--- src/rtl/cues_tok_pkg.sv ---
// cues_tok_pkg: token field widths, the packed token record and the FC1 handshake FSM states
package cues_tok_pkg;
    localparam int NODE_W   = 16;
    localparam int GEN_W    = 12;
    localparam int OPR_W    = 32;
    localparam int MEMWEN_W = 2;
    localparam int TOK_W    = NODE_W + GEN_W + 2 * OPR_W + MEMWEN_W;
    typedef struct packed {
        logic [NODE_W-1:0]   node;
        logic [GEN_W-1:0]    gen;
        logic [OPR_W-1:0]    opr0;
        logic [OPR_W-1:0]    opr1;
        logic [MEMWEN_W-1:0] mem_wen;
    } token_t;
    typedef enum logic [1:0] {IDLE, REQ, REL} fc1_state_t;
endpackage

--- src/rtl/ack_sync.sv ---
// ack_sync: SYNC_STAGES-deep flop chain bringing the asynchronous merge acknowledge into clk
//   clk     in  clock
//   rst     in  asynchronous active-low reset, chain clears to 0
//   ack_i   in  asynchronous acknowledge
//   ack_s_o out synchronized acknowledge
module ack_sync #(
    parameter int SYNC_STAGES = 2
) (
    input  logic clk,
    input  logic rst,
    input  logic ack_i,
    output logic ack_s_o
);
    logic [SYNC_STAGES-1:0] r_sync;
    always_ff @(posedge clk or negedge rst) begin
        if (!rst) r_sync <= '0;
        else      r_sync <= {r_sync[SYNC_STAGES-2:0], ack_i};
    end
    assign ack_s_o = r_sync[SYNC_STAGES-1];
endmodule

--- src/rtl/fc1_token_fifo.sv ---
// fc1_token_fifo: token FIFO feeding the merge stage FC1 port over a 4-phase send/ack handshake
//   clk, rst (async active-low)
//   push_valid_i/push_ready_o + node_i/gen_i/opr0_i/opr1_i/mem_wen_i : valid/ready token push
//   send_o/ack_i + node_o/gen_o/opr0_o/opr1_o/mem_wen_o : 4-phase token delivery (ack_i async)
//   afull_o : occupancy >= AFULL_THRESH
//   level_o : occupancy, present only when FC1_FIFO_LEVEL_EN is defined
module fc1_token_fifo
    import cues_tok_pkg::*;
#(
    parameter int DEPTH        = 8,
    parameter int AFULL_THRESH = 6,
    parameter int SYNC_STAGES  = 2
) (
    input  logic                 clk,
    input  logic                 rst,
    input  logic                 push_valid_i,
    output logic                 push_ready_o,
    input  logic [NODE_W-1:0]    node_i,
    input  logic [GEN_W-1:0]     gen_i,
    input  logic [OPR_W-1:0]     opr0_i,
    input  logic [OPR_W-1:0]     opr1_i,
    input  logic [MEMWEN_W-1:0]  mem_wen_i,
    output logic                 send_o,
    input  logic                 ack_i,
    output logic [NODE_W-1:0]    node_o,
    output logic [GEN_W-1:0]     gen_o,
    output logic [OPR_W-1:0]     opr0_o,
    output logic [OPR_W-1:0]     opr1_o,
    output logic [MEMWEN_W-1:0]  mem_wen_o,
    output logic                 afull_o
`ifdef FC1_FIFO_LEVEL_EN
    ,
    output logic [$clog2(DEPTH+1)-1:0] level_o
`endif
);
    localparam int IDX_W = $clog2(DEPTH);
    localparam int PTR_W = IDX_W + 1;
    localparam int CNT_W = $clog2(DEPTH + 1);
    token_t           r_mem [DEPTH];
    token_t           r_tok;
    logic [PTR_W-1:0] r_wr_ptr, r_rd_ptr, w_wr_nxt, w_rd_nxt;
    logic [CNT_W-1:0] r_count, w_count_nxt;
    logic             r_ready, r_afull;
    fc1_state_t       r_state, w_state_nxt;
    logic             w_ack_s, w_push, w_pop, w_load, w_empty, w_full_nxt;

    ack_sync #(.SYNC_STAGES(SYNC_STAGES)) u_ack_sync (
        .clk     (clk),
        .rst     (rst),
        .ack_i   (ack_i),
        .ack_s_o (w_ack_s)
    );

    assign w_empty     = r_wr_ptr == r_rd_ptr;
    assign w_push      = push_valid_i && r_ready;
    assign w_wr_nxt    = w_push ? r_wr_ptr + PTR_W'(1) : r_wr_ptr;
    assign w_rd_nxt    = w_pop ? r_rd_ptr + PTR_W'(1) : r_rd_ptr;
    // full: same slot index, opposite wrap bit
    assign w_full_nxt  = w_wr_nxt == {~w_rd_nxt[PTR_W-1], w_rd_nxt[IDX_W-1:0]};
    assign w_count_nxt = r_count + CNT_W'(w_push) - CNT_W'(w_pop);

    always_ff @(posedge clk) begin
        if (w_push) r_mem[r_wr_ptr[IDX_W-1:0]] <= {node_i, gen_i, opr0_i, opr1_i, mem_wen_i};
    end

    always_ff @(posedge clk or negedge rst) begin
        if (!rst) begin
            r_wr_ptr <= '0;
            r_rd_ptr <= '0;
            r_count  <= '0;
            r_ready  <= 1'b1;
            r_afull  <= 1'b0;
            r_tok    <= '0;
            r_state  <= IDLE;
        end else begin
            r_wr_ptr <= w_wr_nxt;
            r_rd_ptr <= w_rd_nxt;
            r_count  <= w_count_nxt;
            r_ready  <= !w_full_nxt;
            r_afull  <= w_count_nxt >= CNT_W'(AFULL_THRESH);
            r_state  <= w_state_nxt;
            if (w_load) r_tok <= r_mem[r_rd_ptr[IDX_W-1:0]];
        end
    end

    // head is only consumed once the merge stage acknowledges it, so the output register
    // doubles as the presented copy while the entry stays counted until the pop
    always_comb begin
        w_state_nxt = r_state;
        w_load      = 1'b0;
        w_pop       = 1'b0;
        case (r_state)
            IDLE: if (!w_empty && !w_ack_s) begin
                w_load      = 1'b1;
                w_state_nxt = REQ;
            end
            REQ: if (w_ack_s) begin
                w_pop       = 1'b1;
                w_state_nxt = REL;
            end
            REL: if (!w_ack_s) w_state_nxt = IDLE;
            default: w_state_nxt = IDLE;
        endcase
    end

    assign send_o       = r_state == REQ;
    assign push_ready_o = r_ready;
    assign afull_o      = r_afull;
    assign node_o       = r_tok.node;
    assign gen_o        = r_tok.gen;
    assign opr0_o       = r_tok.opr0;
    assign opr1_o       = r_tok.opr1;
    assign mem_wen_o    = r_tok.mem_wen;
`ifdef FC1_FIFO_LEVEL_EN
    assign level_o      = r_count;
`endif
endmodule
--- config.mk ---
export PLATFORM = sky130hd
export DESIGN_NAME = fc1_token_fifo
export DESIGN_NICKNAME = d
export VERILOG_FILES = /design/src/rtl/cues_tok_pkg.sv /design/src/rtl/ack_sync.sv /design/src/rtl/fc1_token_fifo.sv
export SDC_FILE = /design/constraint.sdc
export NUM_CORES = 1
export LEC_CHECK = 0
export BUFFER_PORTS_ARGS = -buffer_cell sky130_fd_sc_hd__buf_2
export CAP_MARGIN = 20
export CORE_MARGIN = 5
export CORE_UTILIZATION = 51
export DETAILED_ROUTE_END_ITERATION = 10
export PLACE_DENSITY_LB_ADDON = 0.25
export SETUP_SLACK_MARGIN = 0.1
export SLEW_MARGIN = 10
export SYNTH_ARGS = -nofsm -noshare
export SYNTH_HDL_FRONTEND = slang
export SYNTH_HIERARCHICAL = 1
export SYNTH_SLANG_ARGS = --single-unit
--- constraint.sdc ---
create_clock -name clk -period 19.15 [get_ports clk]
set_input_delay 1.915 -clock clk [delete_from_list [all_inputs] [get_ports clk]]
set_output_delay 1.915 -clock clk [all_outputs]
set_load 0.1 [all_outputs]
==> qor.txt <==
DR iter-0 viols -> 936
CP required -> 19.39 ns
Vias -> 14,400
Slew HR -> 23.4%
crit-path most repeated cell -> buf_4
Rows -> 93
DRT antenna net count -> 0
P_leak -> 12.8 nW
largest cells by area after synthesis -> edfxtp_1 (69%), mux4_2 (13%), dfrtp_1 (8.5%)
clock buffer depth -> 3
Psw -> 0.00236 W
synthesized instance count -> 1,383
RSZ-0062 raised after global routing -> false
CP peak stage delay -> 0.86 ns
die width -> 264 um
Setup TNS -> 0 ns
Tcrit/Tclk final -> 21.9%
HPWL after DPL -> 35.3 mm
total CTS buffers -> 86
final WL -> 64.6 mm
vias in the first global route -> 15,500
gr usage total -> 18.6%
max-cap violations -> 0
Hold Crit Start -> u_ack_sync/r_sync[0]
Crit Path Max Fanout -> 42
Async SR Flop Fraction -> 13.0%
yosys warns -> 6
CP endpoint kind -> flop
Final Critical Period -> 4.19 ns
register share of total power -> 39.8%
initial cell density of the core -> 51.2%
worst hold path type -> reg -> reg
largest family of logic cells by synthesized area -> multiplexers
measured slew at the worst slew-check pin -> 1.15 ns
largest net degree at the start of global routing -> 144
number of synthesized register bits -> 864
Critical Path AT -> 4.43 ns
share of cells above drive strength 1 -> 43.6%
first-pass GRT wire length -> 98.5 mm
Post-Synth Simple-Gate Area -> 0.576%
Mapped Nets -> 1,488
critical path type -> in -> reg
Peak VDD IR -> 0.169 mV
final setup margin -> 14.96 ns
# setup viols final -> 0
Root Driver -> clkbuf_16
most instantiated cells after synthesis -> edfxtp_1 (752), mux4_2 (188), mux2_2 (139)
Initial DRT Pass Iterations -> 5
Logic pwr share -> 36.1%
pre-CTS setup slack -> 14.24 ns
number of enable flip-flop cells after synthesis -> 752
Mapped Area -> 32,800 sq um
Seq/Total Area, Yosys -> 77.3%
initial antenna violation count -> 15
CTS H-tree depth -> 3
fill count -> 4,545
clock latency on the worst-skew pair -> 0.62 ns
port bufs -> 194
r2r setup slk -> 15.55 ns
final hold violation count -> 0
cell with the most instances after synthesis -> edfxtp_1
hold endpoint -> u_ack_sync/r_sync[1]
hold_buf cts -> 0
outcome -> finished, final reports clean
pwr dens -> 175 nW/um^2
GR Overflow Total -> 0
Reg2Reg Launch Point -> r_rd_ptr[0]
GPL Wtd Cong -> 0.702
CTS tree -> yes
dominant cell type by area after synthesis -> edfxtp_1
Worst R2R Path Depth -> 6
core footprint -> 64,100 sq um
cell internal pwr -> 0.00420 W
Worst Skew -> 0.0172 ns
Setup Fix Bufs, Post-CTS -> 0
Die Height -> 264 um
Clock transition at path regs -> 0.06 ns
Critical-path top delay cell -> nor2_4
mux contribution to synthesized area -> 19.9%
DRC -> 0
area grow syn2layout -> 14.6%
DR vias/cell -> 5.64
startpoint type of the worst setup path -> primary input
xor and xnor area share after synthesis -> 0.393%
post_cts resized -> 0
Synth Area in Compound Gates -> 0.286%
fin nets -> 1,730
Avg WL per Cell -> 25.3 um
maximum clock frequency -> 239 MHz
Sink Count -> 864
Synth Area in Adders -> 0.290%
clock share of power -> 24.2%
Main synth FF type -> edfxtp_1
Net Sw Frac -> 36.0%
die area -> 69,500 sq um
Final Max Tran Viols -> 0
Distinct cells, synth -> 41
Synth Area per Inst -> 23.7 sq um
Hold Path Stages -> 0
r2r endpoint -> mem_wen_o[0]
I/O pin total -> 195
critical-path cell list -> buf_2, nand3_1, nor2_4, buf_4, buf_4
top cell type's share of synthesized area -> 68.8%
[cell type report]
type,count,area [sq um],share of cell area [%]
Inverter,9,33.8,0.0898
Clock inverter,39,328,0.872
Timing Repair Buffer,221,1320,3.50
Tap cell,855,1070,2.84
Sequential cell,864,25400,67.5
Antenna cell,9,22.5,0.0599
Multi-Input combinational cell,443,7090,18.9
Clock buffer,116,2350,6.24
[cells by family (layout without fill, tap and decap cells)]
kind of cell | count (synthesis) | in the layout
mux | 376 | 376
compound gates | 13 | 13
flops | 864 | 864
buf+inv | 76 | 385
simple gates | 34 | 34
xor+xnor | 13 | 13
fa+ha+maj | 7 | 7
other cells | 0 | 9
[power by group through the flow]
stage	logic [W]	registers, W	clock network [W]
after CTS	0.00240	0.00262	0.00163
after global placement	0.00235	0.00266	0
after floorplan	0.00122	0.00334	0
after global routing	0.00250	0.00265	0.00171
after detailed placement	0.00239	0.00265	0
final	0.00237	0.00261	0.00159
[sequential cells by signal, summed over array words and instances (netlist names)]
register / cells
r_rd_ptr: 4
r_mem: 752
push_ready_o: 1
opr0_o: 32
gen_o: 12
r_wr_ptr: 4
node_o: 16
u_ack_sync/r_sync: 2
r_state: 2
afull_o: 1
opr1_o: 32
mem_wen_o: 2
r_count: 4
[how the worst max path moves through the flow]
stage / start / endpoint / slack [ns] / cells past startpoint
5_1_grt: push_valid_i / r_mem[6][1] / 14.85 / 5
3_3_place_gp: push_valid_i / r_mem[6][73] / 14.27 / 5
3_5_place_dp: push_valid_i / r_mem[6][71] / 14.24 / 5
4_1_cts: push_valid_i / r_mem[6][1] / 14.91 / 5
6_report: push_valid_i / r_mem[6][1] / 14.96 / 5
2_1_floorplan: push_valid_i / r_mem[0][0] / 7.36 / 2
[layer usage]
metal | vias up | track usage, % | routed length [um]
met4 | 6 | 4.26 | 1220
met3 | 96 | 4.05 | 3380
met5 | - | 0 | 33
met1 | 7693 | 27.0 | 28600
li1 | 6264 | - | -
met2 | 346 | 29.7 | 31400
[stage by stage]
step / power (W) / hold WS [ns] / instances / util (%) / area, sq um
floorplan: 0.00457 / 0.331 / 1383 / - / 32800
global placement: 0.00501 / 0.419 / 2386 / 54.2 / 34800
detailed placement: 0.00505 / 0.424 / 2388 / 54.3 / 34800
CTS: 0.00665 / 0.438 / 2543 / 58.5 / 37500
global route: 0.00685 / 0.441 / 2549 / 58.6 / 37600
finish: 0.00657 / 0.434 / 2556 / 58.7 / 37600
[cell usage in the layout (no fill, tap or decap), types with 2 or more instances in the layout]
master	instances
edfxtp_1	752
buf_2	193
mux4_2	188
mux2_2	139
dfrtp_1	108
clkbuf_16	87
mux2_4	49
clkbuf_1	23
buf_4	19
clkinv_2	18
clkinv_1	10
diode_2	9
inv_1	8
nand2_1	7
xnor2_1	7
ha_1	6
clkbuf_8	6
xor2_1	5
buf_16	5
nand2b_1	4
nand3_1	4
nor3_2	4
clkinv_8	4
nor2_4	3
bufinv_16	3
buf_12	3
dfrtp_4	3
or2_2	2
a21bo_2	2
a21oi_1	2
a21o_1	2
[critical path: cells and delay by family]
family / cells / cell delay, ns
buffers and inverters: 3 / 1.29
and+or+nand+nor: 2 / 1.18
No activity file was read; power rests on OpenSTA's default activity.
